===== config.mk =====
export PLATFORM = sky130hd
export DESIGN_NAME = dht_resp_uart_tx_flat
export DESIGN_NICKNAME = d
export VERILOG_FILES = /design/src/rtl/dht_uart_pkg.sv /design/src/rtl/dht_resp_uart_tx_if.sv /design/src/rtl/uart_tx_byte.sv /design/src/rtl/dht_resp_uart_tx.sv /design/src/flat_wrapper.sv
export SDC_FILE = /design/constraint.sdc
export NUM_CORES = 1
export LEC_CHECK = 0
export BUFFER_PORTS_ARGS = -buffer_cell sky130_fd_sc_hd__buf_4
export CAP_MARGIN = 20
export CORE_ASPECT_RATIO = 1.2
export CORE_MARGIN = 3
export CORE_UTILIZATION = 50
export CTS_CLUSTER_SIZE = 28
export DETAILED_ROUTE_END_ITERATION = 7
export MAX_ROUTING_LAYER = met4
export PLACE_DENSITY = 0.81
export SYNTH_ARGS = -nofsm -noshare
export SYNTH_HDL_FRONTEND = slang
export SYNTH_SLANG_ARGS = --single-unit

===== constraint.sdc =====
create_clock -name clk -period 2.3 [get_ports clk]
set_input_delay 0.23 -clock clk [delete_from_list [all_inputs] [get_ports clk]]
set_output_delay 0.23 -clock clk [all_outputs]
set_load 0.02 [all_outputs]

===== src/rtl/dht_uart_pkg.sv =====
// Shared definitions for the DHT11 response path: FSM encodings, UART framing,
// response-word field offsets and status codes (also used by the controller and PC decoder).
package dht_uart_pkg;

  localparam int UART_DATA_BITS = 8;

  localparam int ADDR_LSB = 0;
  localparam int CODE_LSB = 5;
  localparam int DATA_LSB = 9;

  localparam logic [3:0] CODE_OK         = 4'b1001;
  localparam logic [3:0] CODE_HUMIDITY   = 4'b1010;
  localparam logic [3:0] CODE_TEMP       = 4'b1011;
  localparam logic [3:0] CODE_CONT_OFF_H = 4'b1100;
  localparam logic [3:0] CODE_CONT_OFF_T = 4'b1101;
  localparam logic [3:0] CODE_ERROR      = 4'b1111;

  // Bit-level serialiser states and word-level sequencing states.
  typedef enum logic [1:0] {S_IDLE, S_START, S_DATA, S_STOP} bit_state_t;
  typedef enum logic [1:0] {W_IDLE, W_SEND, W_ACK, W_WAIT_LOW} word_state_t;

  function automatic logic [15:0] pack_resp(input logic [6:0] data,
                                            input logic [3:0] code,
                                            input logic [4:0] addr);
    logic [15:0] w;
    w = '0;
    w[DATA_LSB +: 7] = data;
    w[CODE_LSB +: 4] = code;
    w[ADDR_LSB +: 5] = addr;
    return w;
  endfunction

endpackage


===== src/rtl/dht_resp_uart_tx_if.sv =====
// Handshake between the DHT11 controller (master) and the response UART stage (slave).
interface dht_resp_uart_tx_if;
  logic        buffer_pronto;
  logic [15:0] info;
  logic        buffer_usado;
  logic        busy;

  modport master (output buffer_pronto, info, input buffer_usado, busy);
  modport slave  (input buffer_pronto, info, output buffer_usado, busy);
endinterface


===== src/rtl/uart_tx_byte.sv =====
// One 8N1 UART byte per load; a load during the last stop-bit clock chains the next
// byte with no idle gap. done is high during that last stop-bit clock.
module uart_tx_byte
  import dht_uart_pkg::*;
#(
  parameter int CLKS_PER_BIT = 5208
) (
  input  logic       clk,
  input  logic       rst_n,
  input  logic       load,
  input  logic [7:0] data,
  output logic       tx,
  output logic       done
);

  localparam int CW = (CLKS_PER_BIT > 1) ? $clog2(CLKS_PER_BIT) : 1;
  localparam logic [CW-1:0] CNT_LAST = CW'(CLKS_PER_BIT - 1);
  localparam logic [2:0]    BIT_LAST = 3'(UART_DATA_BITS - 1);

  bit_state_t    state_q, state_d;
  logic [CW-1:0] cnt_q, cnt_d;
  logic [2:0]    bit_q, bit_d;
  logic [7:0]    sh_q, sh_d;
  logic          tx_q, tx_d;
  logic          bit_end;

  assign bit_end = (cnt_q == CNT_LAST);

  always_ff @(posedge clk or negedge rst_n) begin
    if (!rst_n) begin
      state_q <= S_IDLE;
      cnt_q   <= '0;
      bit_q   <= '0;
      sh_q    <= '0;
      tx_q    <= 1'b1;
    end else begin
      state_q <= state_d;
      cnt_q   <= cnt_d;
      bit_q   <= bit_d;
      sh_q    <= sh_d;
      tx_q    <= tx_d;
    end
  end

  always_comb begin
    state_d = state_q;
    cnt_d   = (state_q == S_IDLE || bit_end) ? '0 : cnt_q + 1'b1;
    bit_d   = bit_q;
    sh_d    = sh_q;
    tx_d    = tx_q;
    done    = 1'b0;
    case (state_q)
      S_IDLE: begin
        if (load) begin
          state_d = S_START;
          sh_d    = data;
          tx_d    = 1'b0;
        end
      end
      S_START: begin
        if (bit_end) begin
          state_d = S_DATA;
          tx_d    = sh_q[0];
        end
      end
      S_DATA: begin
        if (bit_end) begin
          if (bit_q == BIT_LAST) begin
            state_d = S_STOP;
            bit_d   = '0;
            tx_d    = 1'b1;
          end else begin
            bit_d = bit_q + 3'd1;
            sh_d  = sh_q >> 1;
            tx_d  = sh_q[1];
          end
        end
      end
      S_STOP: begin
        if (bit_end) begin
          done = 1'b1;
          if (load) begin
            state_d = S_START;
            sh_d    = data;
            tx_d    = 1'b0;
          end else begin
            state_d = S_IDLE;
          end
        end
      end
      default: state_d = S_IDLE;
    endcase
  end

  assign tx = tx_q;

endmodule


===== src/rtl/dht_resp_uart_tx.sv =====
// Captures the controller's 16-bit response word and sends it as two back-to-back UART
// bytes (low first), then pulses buffer_usado and waits for buffer_pronto to drop.
module dht_resp_uart_tx
  import dht_uart_pkg::*;
#(
  parameter int CLK_HZ       = 50_000_000,
  parameter int BAUD         = 9600,
  parameter int CLKS_PER_BIT = CLK_HZ / BAUD
) (
  input  logic              clk,
  input  logic              rst_n,
  dht_resp_uart_tx_if.slave resp,
  output logic              tx
);

  word_state_t state_q, state_d;
  logic [15:0] word_q;
  logic        byte_sel_q;
  logic        first_q;
  logic        usado_q;
  logic        busy_q;
  logic        capture;
  logic        byte_done;
  logic        byte_load;
  logic [7:0]  byte_data;

  assign capture = (state_q == W_IDLE) && resp.buffer_pronto;

  // The first byte is launched one clock after capture so word_q is settled; the second
  // is chained in the last stop-bit clock of the first so there is no gap on the line.
  assign byte_load = first_q || (byte_done && !byte_sel_q);
  assign byte_data = (byte_sel_q || byte_done) ? word_q[15:8] : word_q[7:0];

  always_comb begin
    state_d = state_q;
    case (state_q)
      W_IDLE:     if (resp.buffer_pronto) state_d = W_SEND;
      W_SEND:     if (byte_done && byte_sel_q) state_d = W_ACK;
      W_ACK:      state_d = W_WAIT_LOW;
      W_WAIT_LOW: if (!resp.buffer_pronto) state_d = W_IDLE;
      default:    state_d = W_IDLE;
    endcase
  end

  always_ff @(posedge clk or negedge rst_n) begin
    if (!rst_n) begin
      state_q    <= W_IDLE;
      word_q     <= '0;
      byte_sel_q <= 1'b0;
      first_q    <= 1'b0;
      usado_q    <= 1'b0;
      busy_q     <= 1'b0;
    end else begin
      state_q <= state_d;
      first_q <= capture;
      usado_q <= (state_q == W_ACK);
      busy_q  <= (state_d != W_IDLE);
      if (capture) begin
        word_q     <= resp.info;
        byte_sel_q <= 1'b0;
      end else if (byte_done && !byte_sel_q) begin
        byte_sel_q <= 1'b1;
      end
    end
  end

  uart_tx_byte #(
    .CLKS_PER_BIT(CLKS_PER_BIT)
  ) u_byte (
    .clk  (clk),
    .rst_n(rst_n),
    .load (byte_load),
    .data (byte_data),
    .tx   (tx),
    .done (byte_done)
  );

  assign resp.buffer_usado = usado_q;
  assign resp.busy         = busy_q;

endmodule

===== src/flat_wrapper.sv =====
// flat-port wrapper written by rule: the top's interface ports become plain ports
module dht_resp_uart_tx_flat import dht_uart_pkg::*;
#(
  parameter int CLK_HZ       = 50_000_000,
  parameter int BAUD         = 9600,
  parameter int CLKS_PER_BIT = CLK_HZ / BAUD
)
  (clk, rst_n, tx, resp_buffer_pronto, resp_info, resp_buffer_usado, resp_busy);
  dht_resp_uart_tx_if resp_i ();
  input  logic clk;
  input  logic rst_n;
  output logic tx;
  input wire logic [$bits(resp_i.buffer_pronto)-1:0] resp_buffer_pronto;
  input wire logic [$bits(resp_i.info)-1:0] resp_info;
  output wire logic [$bits(resp_i.buffer_usado)-1:0] resp_buffer_usado;
  output wire logic [$bits(resp_i.busy)-1:0] resp_busy;
  assign resp_i.buffer_pronto = resp_buffer_pronto;
  assign resp_i.info = resp_info;
  assign resp_buffer_usado = resp_i.buffer_usado;
  assign resp_busy = resp_i.busy;
  dht_resp_uart_tx #(.CLK_HZ(CLK_HZ), .BAUD(BAUD), .CLKS_PER_BIT(CLKS_PER_BIT)) u_core (.clk(clk), .rst_n(rst_n), .resp(resp_i), .tx(tx));
endmodule

Word-level counts from Yosys, hierarchy flattened
Cells that the tools add are included.
{"block": "word_totals", "regBits": 49, "output_inout_bits": 3}
{"block": "classes", "addsub": 2, "n_eq_ne": 14, "reduce_logical": 16, "mux": 29}
{"cell": "$mux W8", "n": 5}
{"cell": "$pmux W8 S3", "n": 1}
{"cell": "$mux W2", "n": 8}
{"cell": "$pmux W2 S4", "n": 2}
{"cell": "$add A13 B1 Y13 const B", "n": 1}
{"cell": "$eq A13 B13 Y1 const B", "n": 1}
{"cell": "$mux W13", "n": 1}
{"cell": "$mux W1", "n": 10}
{"cell": "$ne A2 B2 Y1 const B", "n": 5}
{"cell": "$eq A2 B2 Y1 const B", "n": 4}
{"cell": "$reduce_and A5 Y1", "n": 1}
{"cell": "$eq A2 B1 Y1 const B", "n": 2}
{"cell": "$logic_not A2 Y1", "n": 2}
{"cell": "$pmux W1 S4", "n": 1}
{"cell": "$reduce_and A4 Y1", "n": 1}
{"cell": "$reduce_bool A2 Y1", "n": 2}
{"cell": "$add A3 B1 Y3 const B", "n": 1}
{"cell": "$eq A3 B3 Y1 const B", "n": 1}
{"cell": "$logic_and A1 B1 Y1", "n": 3}
{"cell": "$logic_or A1 B1 Y1", "n": 3}
{"cell": "$mux W3", "n": 1}
{"cell": "$reduce_and A3 Y1", "n": 1}
{"cell": "$reduce_bool A3 Y1", "n": 1}
{"cell": "$ne A2 B1 Y1 const B", "n": 1}
{"cell": "other kinds (2)", "n": 2}

Depth between registers and ports, before layout
Gate-level depths: netlist (run 1).
{"block": "logic_depth", "depth_word": 8, "depth_mapped": 8, "ltp_nobuf": 6}

Modules after synthesis
From an unflattened synthesis (run 1), not the netlist that was laid out.
{"block": "hier_totals", "hier_cells": 195, "area_unflattened_um2": 2476.1}
{"mod": "uart_tx_byte", "cells_per_inst": 133, "seq_area_each_um2": 676.9, "area_per_inst_um2": 1510.2, "instances": 1}
{"mod": "dht_resp_uart_tx", "cells_per_inst": 62, "seq_area_each_um2": 550.5, "area_per_inst_um2": 965.9, "instances": 1}

Worst setup path before layout (run 1)
OpenSTA, ideal clock, no wires.
{"block": "synth_timing", "path_type": "register to register", "from": "register u_core.u_byte.state_q[0]", "to": "register u_core.u_byte.sh_q[6]", "t_required_ps": 2175, "path_slack_ps": 472, "stages_incl_launch_ff": 6, "arrival_ps": 1703, "cell_sequence": "dfrtp_1 -> ha_1 -> nor2b_1 -> o311a_1 -> a21o_4 -> mux2_4"}
{"block": "synth_between", "elab_chain_len": 7}
{"item": "from (decl)", "line": "uart_tx_byte.sv:20", "source": "bit_state_t state_q, state_d;"}
{"item": "from (signal assigned)", "line": "uart_tx_byte.sv:37", "source": "state_q <= state_d;"}
{"item": "$eq A2 B2 Y1", "line": "uart_tx_byte.sv:52", "source": "case (state_q)"}
{"item": "$mux W1", "line": "uart_tx_byte.sv:52"}
{"item": "$logic_or A1 B1 Y1 / $logic_and A1 B1 Y1 (equally long branches)", "line": "dht_resp_uart_tx.sv:32, dht_resp_uart_tx.sv:31"}
{"item": "$mux W8 / $logic_or A1 B1 Y1 (equally long branches)", "line": "dht_resp_uart_tx.sv:32, dht_resp_uart_tx.sv:31"}
{"item": "$mux W8", "line": "uart_tx_byte.sv:54, uart_tx_byte.sv:82"}
{"item": "$mux W8", "line": "uart_tx_byte.sv:80", "source": "if (bit_end) begin"}
{"item": "$pmux W8 S3", "line": "uart_tx_byte.sv:52"}
{"item": "to (signal assigned)", "line": "uart_tx_byte.sv:34", "source": "sh_q <= '0;"}
{"item": "to (signal assigned)", "line": "uart_tx_byte.sv:40", "source": "sh_q <= sh_d;"}
{"item": "to (decl)", "line": "uart_tx_byte.sv:23", "source": "logic [7:0] sh_q, sh_d;"}
Several ways; a longest one is shown, not always the timed one. The select of a mux whose other input is x is not followed.
A chain may end at the register's enable or synchronous reset.

Worst setup path after layout (run 1)
Same ends and word-level chain as after synthesis.

==> run summary, run 1 <==
Across the run, the number of max-cap violations was 0. The starting density of the core came out at a little over half. The met2 track demand over resource in global routing is a little under a third. Cell internal power was estimated by the tool at about 0.002 W.

The library cells used most frequently in the layout, excluding fill and tap cells, are dfrtp_1, buf_4, nand2_1. The remaining global-route overflow is 0. The cell count after synthesis is ~240. The static leakage power is 1.27 nW. The number of buffers inserted to repair setup after CTS is 0. The top-level I/O count came out at 22. The setup slack of the worst register-to-register path came out at a little over 0.2 ns. The area inside the core boundary is around 4700 um^2. The start of the worst register-to-register path is u_core.u_byte.state_q[0]$_DFFE_PN0P_.

The post-route clock period utilization came out at 91.0%. The x dimension of the die is 71 um. The repair_antennas step left the layout with diodes totalling 0. The cell row count came out at 27. Among all flip-flop cells after synthesis, the most frequent one is dfrtp_1. The post-placement cell area is 2740 um^2.

The detailed placer's ending HPWL is 3570 um. The number of buffers created by CTS came out at 5. The number of pins with negative max-slew slack in the final report came out at 0. OpenSTA, run right after detailed placement, puts the worst setup slack at around 0.24 ns. Clock-pin slew was measured on the worst setup and hold paths at around 0.090 ns. The clock passes through at most 2 buffers. The met3 track demand over resource in global routing is approximately 3.6%.

After the first detailed-routing iteration, the DRC count stood at 109. The number of iterations in the first detailed-routing pass came out at 4. The first global-routing pass estimated ~8600 um of wire. The layer carrying the most global-route usage is met2.

For hold timing, the worst endpoint is u_core.word_q[2]$_DFFE_PN0P_. The number of cells upsized or downsized after cts is 0. For this run, design rule violations remaining after detail routing come to 0. In the final routed layout, each cell accounts on average for 15.9 um. The global routing usage summed across all routing layers came out at between 10% and 20%.

The hold path depth came out at 3. The mean number of vias per cell came out at slightly below 6. In the post-route analysis, the smallest setup slack over all paths is 0.207 ns. The buffer type at the clock tree root is clkbuf_8. The number of synthesized flops with an enable pin is 0. The final-layout setup total negative slack is 0 ns. The final net count is 290. The kind of critical path is reg2reg.

The signal arrival time at the worst endpoint came out at 2.29 ns. The worst-case IR drop observed on VDD is between 0.0005 and 0.0006 V. The distinct cell type count after synthesis came out at 46. Sequential cells were found to cover 48.4% of the synthesized design area. STA classifies the critical path endpoint as a register. The sequential power share is 42.7%.

Derived from the worst setup path, the maximum achievable clock frequency is 0.478 GHz. The CTS H-tree depth came out at 2. The final routed wirelength across all metal layers came out at roughly 5100 um. The design area came out at approximately 2900 um^2. The worst path in the final design needs a cycle of between 2 and 2.5 ns, including I/O delays and setup.

The number of setup violations in the final report came out at 0. The number of I/O port buffers came out at 21. The combinational share of power came out at 37.4%. The area growth from synthesis to layout is 13.2%. The number of global-route vias before repair came out at roughly 1,900. The endpoint identified for the worst register-to-register timing path is u_core.u_byte.sh_q[6]$_DFFE_PN0P_.

The fraction of registers with async set or reset after synthesis is between 90% and 100%. Counting cells, the worst reg-to-reg path comes to 6. The startpoint identified for the worst hold timing path is resp_info[2]. The synthesis warning total is 0.

For this run, global-route usage on met1 was measured as between 20 and 25%. The pin count of the biggest net entering global routing came out at 50. The clock latency of the later-clocked register in the worst-skew pair is around 0.3 ns. The path class of the tightest hold or removal check is in2reg. Synthesis inferred roughly 50 register bits. The switching portion of total power came out at 35.6%. The largest driver fanout on the critical path came out at 13.

The post-route netlist has 22.6% of its cells at a drive strength greater than 1. The final count of hold timing violations came out at 0. The clock sink count came out at between 40 and 50. The hold slack is between 0.1 and 0.15 ns. Each instance of the synthesized netlist takes up on average about 10 um^2. On the final layout, the worst clock skew is between 0.003 and 0.004 ns. The leading cell type in the layout, fill and taps excluded is dfrtp_1. STA puts the critical path data required time at approximately 2.5 ns. The net switching component of the power is around 0.0011 W.

The net count after synthesis came out at 269. The worst-margin pin slew is roughly 0.6 ns. The power per cell area came out at between 1000 and 1500 nW/um^2. The die is ~84 um tall. The via count is 1,907. TritonCTS built the clock tree. The count of antenna-violating nets left after detailed routing came out at 0. Setup repair after global routing left no endpoint under its margin. The run finished with clean final reports. The cell area after synthesis came out at approximately 2500 um^2. The launching element type of the critical path is a register. The final estimated routing congestion in global placement is about 0.86. The die covers roughly 6000 um^2. The clock group share of total power is about a fifth.

The initial antenna violation count came to 0. The relative max-transition margin came out at between 60 and 70%.
## registers in the layout, indices dropped and copies added, names as in the netlist
signal and count:
u_core.u_byte.sh_q 8, u_core.u_byte.tx 1, u_core.byte_sel_q 1, u_core.state_q 2, u_core.first_q 1, u_core.resp.busy 1
u_core.resp.buffer_usado 1, u_core.u_byte.cnt_q 13, u_core.u_byte.bit_q 3, u_core.u_byte.state_q 2, u_core.word_q 16
## worst max-delay path by stage
stage	slack, ns	end	from	depth (start not counted)
floorplan	0.47	u_core.u_byte.sh_q[6]$_DFFE_PN0P_	u_core.u_byte.state_q[0]$_DFFE_PN0P_	5
global placement	0.31	u_core.u_byte.sh_q[6]$_DFFE_PN0P_	u_core.u_byte.state_q[0]$_DFFE_PN0P_	5
detailed placement	0.24	u_core.u_byte.sh_q[6]$_DFFE_PN0P_	u_core.u_byte.state_q[0]$_DFFE_PN0P_	6
CTS	0.23	u_core.u_byte.sh_q[6]$_DFFE_PN0P_	u_core.u_byte.state_q[0]$_DFFE_PN0P_	6
global route	0.10	u_core.u_byte.sh_q[6]$_DFFE_PN0P_	u_core.u_byte.state_q[0]$_DFFE_PN0P_	6
finish	0.21	u_core.u_byte.sh_q[6]$_DFFE_PN0P_	u_core.u_byte.state_q[0]$_DFFE_PN0P_	6
## what timing repair did
action,4_1_cts,5_1_grt
setup endpoints to repair,0,0
endpoints found under the hold margin,48,0
hold buffers,1,0
## critical path, cell delays in order (launching register included)
cell and delay (ns):
dfrtp_1 0.42, inv_1 0.11, ha_1 0.35, nor3_1 0.30
and2_1 0.33, a21o_4 0.18, mux2_4 0.30
## stage by stage
stage | std cells | util, % | power (W)
after floorplan | 243 | - | 0.00221
after global placement | 314 | 58.0 | 0.00248
after detailed placement | 314 | 58.0 | 0.00253
after CTS | 323 | 60.7 | 0.00318
after global routing | 323 | 60.7 | 0.00338
final | 323 | 60.7 | 0.00316
## Yosys cell counts (all sizes together) (3+ instances only)
cell type,n,share of area (%)
ha,7,3.5
and3,4,0.99
nand2,24,3.7
o21ai,11,2.2
inv,14,2.1
o311ai,6,2.1
xor2,7,2.4
xnor2,3,1.0
nand4,5,1.2
o22ai,4,0.99
a31oi,3,0.74
nand3,17,3.4
clkbuf,8,1.2
a211oi,6,1.8
mux2,17,7.7
nor2b,5,1.2
buf,5,1.3
a41oi,7,2.4
dfrtp,48,47
nor2,16,2.4
## cell families (layout without fill, tap and decap cells)
kind of cell             count (synthesis)  count (layout)  share of synthesized area, %
AND/OR/NAND/NOR                         83              83                          17.4
XOR/XNOR                                10              10                          3.46
flip-flops                              49              49                          48.4
multiplexers                            18              18                          8.09
buffers and inverters                   27              49                          4.59
AO/OA/AOI/OAI                           49              49                          14.6
adder cells (fa/ha/maj)                  7               7                          3.45
## routing by layer
layer,vias up,wire (um)
met2,45,2640
met4,0,76
met5,-,0
met1,930,2230
li1,927,-
met3,5,187
## area by class of cell
type                       instances  area [um^2]
clock inverter                     1         30.0
inverter                          14         52.6
timing repair buffer              27          205
fill                             413         1860
sequential                        49         1230
tap                               58         72.6
clock buffer                       7         86.3
multi-input combinational        167         1200
## power groups by stage
stage	clock network [W]	registers (W)	logic (W)
2_1_floorplan	0	0.00131	0.000897
3_3_place_gp	0	0.00136	0.00112
3_5_place_dp	0	0.00137	0.00116
4_1_cts	0.000649	0.00135	0.00118
5_1_grt	0.000676	0.00139	0.00131
6_report	0.000628	0.00135	0.00118
Note: power is estimated with default switching activity, not from simulation.
==> inputs of run 2 (changes only) <==
--- a/config.mk
+++ b/config.mk
@@ -7,13 +7,15 @@
 export LEC_CHECK = 0
 export BUFFER_PORTS_ARGS = -buffer_cell sky130_fd_sc_hd__buf_4
 export CAP_MARGIN = 20
+export CELL_PAD_IN_SITES_DETAIL_PLACEMENT = 1
+export CELL_PAD_IN_SITES_GLOBAL_PLACEMENT = 2
 export CORE_ASPECT_RATIO = 1.2
 export CORE_MARGIN = 3
-export CORE_UTILIZATION = 50
+export CORE_UTILIZATION = 38
 export CTS_CLUSTER_SIZE = 28
 export DETAILED_ROUTE_END_ITERATION = 7
 export MAX_ROUTING_LAYER = met4
-export PLACE_DENSITY = 0.81
+export PLACE_DENSITY = 0.9
 export SYNTH_ARGS = -nofsm -noshare
 export SYNTH_HDL_FRONTEND = slang
 export SYNTH_SLANG_ARGS = --single-unit
==> run 2 against run 1 <==
Sequential power barely moved. Count of clock-buffer cells in the layout unchanged. Core utilization decreased by 15 points. Final area is 0.17% higher. Highest routed layer unchanged. Final cell count up 7.7%. Combinational power is essentially flat. Clock skew rose by 0.0013 ns. Non-clock buffer count increased by 1.
==> run summary, run 2 (same netlist as run 1, synthesis figures left out) <==
The clock-pin slew on the worst setup and hold paths came out at 0.09 ns (about the same). The met1 track demand over resource is 21.6% (+0.20 points). The cell sitting at the root of the clock tree is a clkbuf_8.

The final net count was 291 (+0.34%). The layer carrying the most global-route usage is met2. The top-level I/O count came out at 22 (unchanged). The power per cell area is 1060 nW/um^2 (-3.4%). The critical path endpoint category is a register.

The signal arrival time at the worst endpoint came out at 2.29 ns (about the same). The relative max-transition margin is 58.1% (-2.2 points). The final count of hold timing violations was 0 (unchanged).

The initial antenna violation count came to 0 (unchanged). The initial DRC count came out at 73 (-33%). The number of violations of the max-capacitance limit is 0 (unchanged). The number of I/O port buffers came out at 21 (unchanged). The full die area came out at 7690 um^2 (+29%). The first-pass GRT wire length is 10,100 um (+17%). The CTS H-tree depth is 2 (unchanged). The ratio of cells with drive above 1 in the final layout came to 22.6% (-0.085 points). The number of standard cells in the final layout excluding fillers was 348 (+7.7%). The largest driver fanout on the critical path is 13 (unchanged). The average routed wire per standard cell is 16.5 um (+3.6%).

The met2 track demand over resource in global routing is 29.2% (-2.0 points). The final routed wirelength across all metal layers was 5740 um (+12%). The number of pins with negative max-slew slack in the final report is 0 (unchanged). The number of inserted diodes came out at 0 (unchanged).

The number of iterations in the first detailed-routing pass was 4 (unchanged). The number of global-route vias before repair was 2,066 (+10%). The required time at the endpoint of the critical path came out at 2.49 ns (about the same).

Setup repair after global routing left no endpoint under its margin. The area inside the core boundary is 6240 um^2 (+32%). The cell row count is 31 (+15%). In this run the worst hold path is classified as in2reg. The worst-case clock skew came out at 0.00453 ns (+0.00127 ns). The post-route clock period utilization came out at 91.0% (about the same). The flip-flop count of the largest register, all copies and words added came out at 16 (unchanged).

The number of buffers inserted to repair setup after CTS was 0 (unchanged). In the final layout, the registers with the most flip-flops are u_core.word_q (16), u_core.u_byte.cnt_q (13), u_core.u_byte.sh_q (8). The fill cell total of the finished layout came to 707 (+71%). The mean number of vias per cell came out at 5.53 (-6.4%). The via count is 1,923 (+0.84%). The sequential power share came out at 44.5% (+1.8 points). The x dimension of the die came out at 80.6 um (+13%). The worst setup path is launched from a register. The detailed placer's ending HPWL was 4130 um (+16%).

The post-route DRC violation count is 0 (unchanged). The number of placed instances with taps included is 339 (+8.0%). The setup path with the least slack is of type reg2reg. The clock latency of the later-clocked register in the worst-skew pair is 0.30 ns (about the same).

The worst setup margin is 0.206 ns (-0.000735 ns). The static leakage power was 1.25 nW (-1.2%). The library cell used most frequently in the layout, excluding fill and tap cells, is dfrtp_1. The number of cells upsized or downsized after cts is 0 (unchanged). The worst-margin pin slew came to 0.629 ns (+0.0334 ns). The final estimated routing congestion in global placement came out at 0.828 (-3.3%). The global routing usage summed across all routing layers is 17.4% (-1.1 points). The vertical die dimension came out at 95.5 um (+14%). The internal power came to 0.00190 W (-6.8%).

The number of hold buffers added after CTS came out at 1 (unchanged). u_core.word_q holds more flip-flops than any other register. The starting density of the core was 40.6% (-13 points).

The maximum frequency from static timing analysis is 0.478 GHz (about the same). The pin count of the biggest net entering global routing is 50 (unchanged). The maximum vdd drop came out at 0.000435 V (-22%).

The final-layout setup total negative slack came to 0 ns (unchanged). The remaining global-route overflow came out at 0 (unchanged). TritonCTS built the clock tree. The count of antenna-violating nets left after detailed routing is 0 (unchanged). The maximum clock insertion buffer count was 2 (unchanged). The time the worst path needs with I/O delays and setup is 2.09 ns (+0.000735 ns). The number of setup violations in the final report was 0 (unchanged). The switching portion of total power came out at 38.0% (+2.3 points). The clock group share of total power came out at 16.3% (-3.6 points). The library cells used most frequently in the layout, excluding fill and tap cells, are dfrtp_1, buf_4, nand2_1. The met3 track demand over resource in global routing came out at 2.84% (-0.78 points).

The combinational share of power came out at 39.2% (+1.8 points). The number of buffers created by CTS came out at 5 (unchanged). The run finished with clean final reports. The clock sink count was 49 (unchanged). The post-placement worst setup slack came out at 0.239 ns (-0.00404 ns). The post-synthesis to final-layout area growth is 13.4%. The net switching component of the power is 0.00116 W (+3.1%).
-- run 2: cell count changes in the layout (fill, tap and decap cells not counted), sizes merged --
cell	previous run	this run
bufinv	1	0
clkinvlp	0	1
buf	26	27
-- run 2: metrics by stage --
step / cell area (um^2) / total power (W) / hold WS, ns / util, %
2_1_floorplan: 2530 / 0.00221 / -0.0656 / -
3_3_place_gp: 2780 / 0.00253 / 0.299 / 44.5
3_5_place_dp: 2780 / 0.00259 / 0.297 / 44.5
4_1_cts: 2880 / 0.00310 / 0.116 / 46.0
5_1_grt: 2880 / 0.00334 / 0.126 / 46.0
6_report: 2880 / 0.00306 / 0.125 / 46.0
-- run 2: power groups by stage --
| stage | Clock [W] | Sequential (W) | Combinational (W) |
|---|---|---|---|
| after floorplan | 0 | 0.00131 | 0.000897 |
| after global placement | 0 | 0.00137 | 0.00116 |
| after detailed placement | 0 | 0.00138 | 0.00121 |
| after CTS | 0.000517 | 0.00136 | 0.00122 |
| after global routing | 0.000557 | 0.00140 | 0.00138 |
| final | 0.000497 | 0.00136 | 0.00120 |
-- run 2: critical path: stages (launching register included) --
cell,delay (ns)
dfrtp_1,0.43
inv_1,0.11
ha_1,0.37
o311a_1,0.50
a21o_4,0.29
mux2_4,0.29
-- run 2: area by class of cell --
type	instances	area (um^2)	area share, %
clock buffers	7	76.3	2.65
multi-input cells	167	1200	41.6
flip-flops and latches	49	1230	42.7
clock inverters	1	7.51	0.261
inverters	14	52.6	1.83
well taps	82	103	3.57
repair buffers	28	213	7.40
-- run 2: metal layers --
| metal | wire, um | vias up |
|---|---|---|
| met2 | 2990 | 21 |
| li1 | - | 928 |
| met5 | 0 | - |
| met4 | 70 | 0 |
| met1 | 2560 | 968 |
| met3 | 127 | 6 |
-- run 2: worst paths after layout --
kind | startpoint | endpoint | slack, ns | cells past startpoint
worst max register to register | u_core.u_byte.state_q[0]$_DFFE_PN0P_ | u_core.u_byte.sh_q[6]$_DFFE_PN0P_ | 0.21 | 5
worst max-delay path | u_core.u_byte.state_q[0]$_DFFE_PN0P_ | u_core.u_byte.sh_q[6]$_DFFE_PN0P_ | 0.21 | 5
worst min-delay path | resp_info[2] | u_core.word_q[2]$_DFFE_PN0P_ | 0.13 | 3
max in group asynchronous | rst_n | u_core.u_byte.cnt_q[8]$_DFF_PN0_ | 1.38 | 2
worst min register to register | u_core.u_byte.cnt_q[0]$_DFF_PN0_ | u_core.u_byte.cnt_q[0]$_DFF_PN0_ | 0.46 | 1
min in group asynchronous | rst_n | u_core.u_byte.cnt_q[5]$_DFF_PN0_ | 0.48 | 2
==> inputs of run 3 (changes only) <==
--- a/config.mk
+++ b/config.mk
@@ -11,11 +11,12 @@
 export CELL_PAD_IN_SITES_GLOBAL_PLACEMENT = 2
 export CORE_ASPECT_RATIO = 1.2
 export CORE_MARGIN = 3
-export CORE_UTILIZATION = 38
+export CORE_UTILIZATION = 41
 export CTS_CLUSTER_SIZE = 28
 export DETAILED_ROUTE_END_ITERATION = 7
 export MAX_ROUTING_LAYER = met4
-export PLACE_DENSITY = 0.9
+export PLACE_DENSITY = 0.91
 export SYNTH_ARGS = -nofsm -noshare
 export SYNTH_HDL_FRONTEND = slang
+export SYNTH_HIERARCHICAL = 1
 export SYNTH_SLANG_ARGS = --single-unit
==> run 3 against run 2 <==
Maximum frequency fell by 10%. Synthesized area shrank 2.3%. Final cell count fell by 9.2%. Flip-flop and latch count unchanged. The flow now finishes with violations (setup timing). Final area grew 4.4%. Power increased by 9.9%. Die area is 8.8% lower. Routed wire length down 15%. Global-route usage fell by 1.9 points.
==> run summary, run 3 <==
The initial DRC count came out at 26 (-64%). The flop and latch count out of synthesis came to 49 (unchanged). The static leakage power is 1.41 nW (+13%). The endpoint identified for the worst register-to-register timing path is u_core/u_byte/sh_q[5]$_DFFE_PN0P_. The final estimated routing congestion in global placement is 0.752 (-9.2%). The synthesis warning total came out at 6 (+6). The first-pass GRT wire length is 8460 um (-16%). The clock-pin slew on the worst setup and hold paths came out at 0.09 ns (about the same).

The mean number of vias per cell came out at 5.03 (-8.9%). The hold slack is 0.145 ns (+0.0193 ns). The worst setup path is captured at a register.

The synthesized area divided by synthesized cell count is 12.7 um^2 (+22%). The largest driver fanout on the critical path was 9 (-4). The maximum vdd drop came out at 0.000594 V (+36%). The largest registers in the layout are u_core/word_q (16), u_core/u_byte/cnt_q (13), u_core/u_byte/sh_q (8). The cell seen most often among critical-path stages is mux2_4. The fill cell total of the finished layout came out at 611 (-14%).

The clock sink count was 49 (unchanged). The power per cell area came to 1120 nW/um^2 (+5.3%). By count the netlist is led by dfrtp_1, mux2_2, nor2_1. The time the worst path needs with I/O delays and setup came out at 2.33 ns (+0.234 ns). The net count after synthesis came to 222 (-17%). The post-route clock period utilization is 101% (+10 points). The number of inserted diodes is 0 (unchanged). TritonCTS built the clock tree. The number of buffers created by CTS came out at 5 (unchanged).

The flip-flop count of the largest register, all copies and words added is 16 (unchanged). The required time at the endpoint of the critical path came out at 2.49 ns (about the same). The top-level I/O count is 22 (unchanged). The setup slack of the worst register-to-register path came out at -0.03 ns (-0.23 ns).

The cell row count is 30 (-3.2%). The number of iterations in the first detailed-routing pass was 4 (unchanged). The most used flip-flop cell after synthesis is dfrtp_1. The final count of hold timing violations is 0 (unchanged).

The global routing usage summed across all routing layers is 15.5% (-1.9 points). The first element of the critical path is u_core/u_byte/cnt_q[1]$_DFF_PN0_. The number of I/O port buffers is 21 (unchanged).

The maximum clock insertion buffer count came out at 2 (unchanged). The fraction of registers with async set or reset after synthesis is 100% (unchanged). STA classifies the critical path startpoint as a register. The cell count after synthesis was 195 (-20%).

The maximum frequency from static timing analysis came out at 0.430 GHz (-10%). The average routed wire per standard cell is 15.4 um (-6.4%). The worst hold path class is in2reg.

The worst setup margin was -0.0276 ns (-0.234 ns). The area share of the largest cell type after synthesis came out at 48.5% (+1.1 points). The longest individual stage delay on the worst path is 0.39 ns (-0.11 ns). The post-route DRC violation count came to 0 (unchanged). The x dimension of the die is 76.9 um (-4.5%). The detailed placer's ending HPWL is 3510 um (-15%). The run finished, with violations left. From synthesis to final layout, the design area changed by 21.2%.

The cell area after synthesis is 2480 um^2 (-2.3%). The worst-case clock skew is 0.00778 ns (+0.00325 ns). The relative max-transition margin came out at 58.3% (+0.26 points). The area inside the core boundary came out at 5740 um^2 (-8.0%). The CTS H-tree depth came to 2 (unchanged).

Setup repair after global routing could not meet its margin everywhere. The final routed wirelength across all metal layers came out at 4880 um (-15%). Leaving out fill and tap cells, the most frequent cell in the layout is dfrtp_1.

The final net count is 262 (-10%). Among all cell types in the netlist, the one instantiated most often is dfrtp_1. The vertical die dimension came to 91.1 um (-4.5%). The final-layout setup total negative slack is -0.147 ns (-0.147 ns). The count of antenna-violating nets left after detailed routing is 0 (unchanged). The clock latency of the later-clocked register in the worst-skew pair came out at 0.30 ns (about the same). The full die area is 7010 um^2 (-8.8%). The distinct cell type count after synthesis came out at 40 (-13%). The checks that failed: setup timing. The number of global-route vias before repair was 1,731 (-16%). The slowest stage of the critical path is the dfrtp_1 cell. The number of synthesized flops with an enable pin is 0 (unchanged). The critical path ends at u_core/u_byte/sh_q[5]$_DFFE_PN0P_. The initial antenna violation count came out at 0 (unchanged). Clock tree synthesis selected as its root buffer the cell clkbuf_8. The startpoint identified for the worst register-to-register timing path is u_core/u_byte/cnt_q[1]$_DFF_PN0_.

The starting density of the core is 43.1% (+2.5 points). The number of violations of the max-capacitance limit came out at 0 (unchanged). The number of setup violations in the final report came out at 7 (+7). The signal arrival time at the worst endpoint came out at 2.52 ns (+0.23 ns). The number of pins with negative max-slew slack in the final report came out at 0 (unchanged). The depth of the worst register-to-register path is 9 (+4).

dfrtp_1 takes more of the synthesized area than any other cell. The via count came out at 1,590 (-17%). The worst-margin pin slew was 0.625 ns (-0.00394 ns).

The ratio of cells with drive above 1 in the final layout came out at 43.2% (+21 points). Traced cell by cell, the critical path runs through ha_2 > and4bb_2 > and3_4 > and2_4 > nor2_4 > buf_12 > mux2_4 > mux2_4 > mux2_4. The share of synthesized area occupied by flip-flops and latches came out at 49.6% (+1.1 points).

The pin count of the biggest net entering global routing came to 50 (unchanged). The remaining global-route overflow came out at 0 (unchanged). The top cell types in the final layout, fill and taps aside, are dfrtp_1, buf_4, mux2_4. The critical path is of the reg2reg type.

In the post-synthesis netlist, the biggest area contributors are dfrtp_1, mux2_2, mux2_4. Ranked by flip-flop count, first place goes to u_core/word_q.
## run 3: cell count changes after synthesis, moves of 5 or more
cell and change:
a211oi_1 -6, a41oi_1 -7, clkbuf_1 -7, inv_1 -5, mux2_2 +12, mux2_4 +15, nand2_1 -15, nand3_1 -11
o21ai_0 -8, o311ai_0 -6, xnor2_1 +6, xor2_1 -5
## run 3: metal layers
metal / track usage (%) / up-vias / routed length [um]
met5: - / - / 0
met2: 25.8 / 21 / 2510
li1: - / 760 / -
met4: 4.53 / 0 / 40
met3: 3.47 / 5 / 126
met1: 18.8 / 804 / 2200
## run 3: worst min-delay path by stage
stage,startpoint,endpoint,slack [ns],cells past startpoint
2_1_floorplan,rst_n,u_core/byte_sel_q$_DFFE_PN0P_,-0.07,0
3_3_place_gp,rst_n,u_core/u_byte/cnt_q[10]$_DFF_PN0_,0.29,1
3_5_place_dp,rst_n,u_core/u_byte/cnt_q[10]$_DFF_PN0_,0.29,1
4_1_cts,resp_info[10],u_core/word_q[10]$_DFFE_PN0P_,0.14,2
5_1_grt,resp_info[10],u_core/word_q[10]$_DFFE_PN0P_,0.14,2
6_report,resp_buffer_pronto,u_core/resp.busy$_DFF_PN0_,0.14,3
## run 3: cell families (layout without fill, tap and decap cells)
family / after synthesis / count (layout) / synth area share [%]
multiplexers: 44 / 44 / 22.4
flip-flops: 49 / 49 / 49.6
XOR/XNOR: 11 / 11 / 3.89
AND/OR/NAND/NOR: 56 / 56 / 12.7
adder cells (fa/ha/maj): 8 / 8 / 4.04
buffers and inverters: 14 / 55 / 3.69
AO/OA/AOI/OAI: 13 / 13 / 3.69
## run 3: power by group
group | total (W) | internal, W | switching (W)
combinational | 0.00140 | 0.000849 | 0.000549
clock | 0.000642 | 0.000355 | 0.000287
sequential | 0.00132 | 0.00114 | 0.000180
## run 3: worst max-delay path, delay by kind of cell, from the launching register on
family	cells	cell delay, ns
and+or+nand+nor	4	0.65
buffers and inverters	1	0.15
DFF	1	0.39
muxes	3	0.82
adders and majority gates	1	0.19
## run 3: timing repair
action	4_1_cts	5_1_grt
hold endpoints to repair	48	0
hold buffers	1	0
pin swaps	0	1
setup endpoints to repair	8	9
resized for setup	1	7
setup buffers	1	0
## run 3: metrics by stage
step           instance area (um^2)  instances  util (%)  setup slack (ns)  power (W)
6_report                       3000        316      52.2           -0.0276    0.00336
5_1_grt                        3000        316      52.2           -0.0978    0.00360
4_1_cts                        2980        316      51.8           -0.0431    0.00334
3_5_place_dp                   2840        306      49.5           -0.0556    0.00266
3_3_place_gp                   2840        306      49.5            0.0335    0.00260
2_1_floorplan                  2520        195         -           -0.0418    0.00234
## run 3: cell type report
| class | instances | area (um^2) | share of cell area, % |
|---|---|---|---|
| multi-input cells | 132 | 1220 | 40.7 |
| flip-flops and latches | 49 | 1230 | 40.9 |
| clock buffers | 7 | 86.3 | 2.88 |
| well taps | 80 | 100 | 3.34 |
| clock inverters | 1 | 30.0 | 1.00 |
| repair buffers | 38 | 300 | 10.0 |
| inverters | 9 | 33.8 | 1.13 |
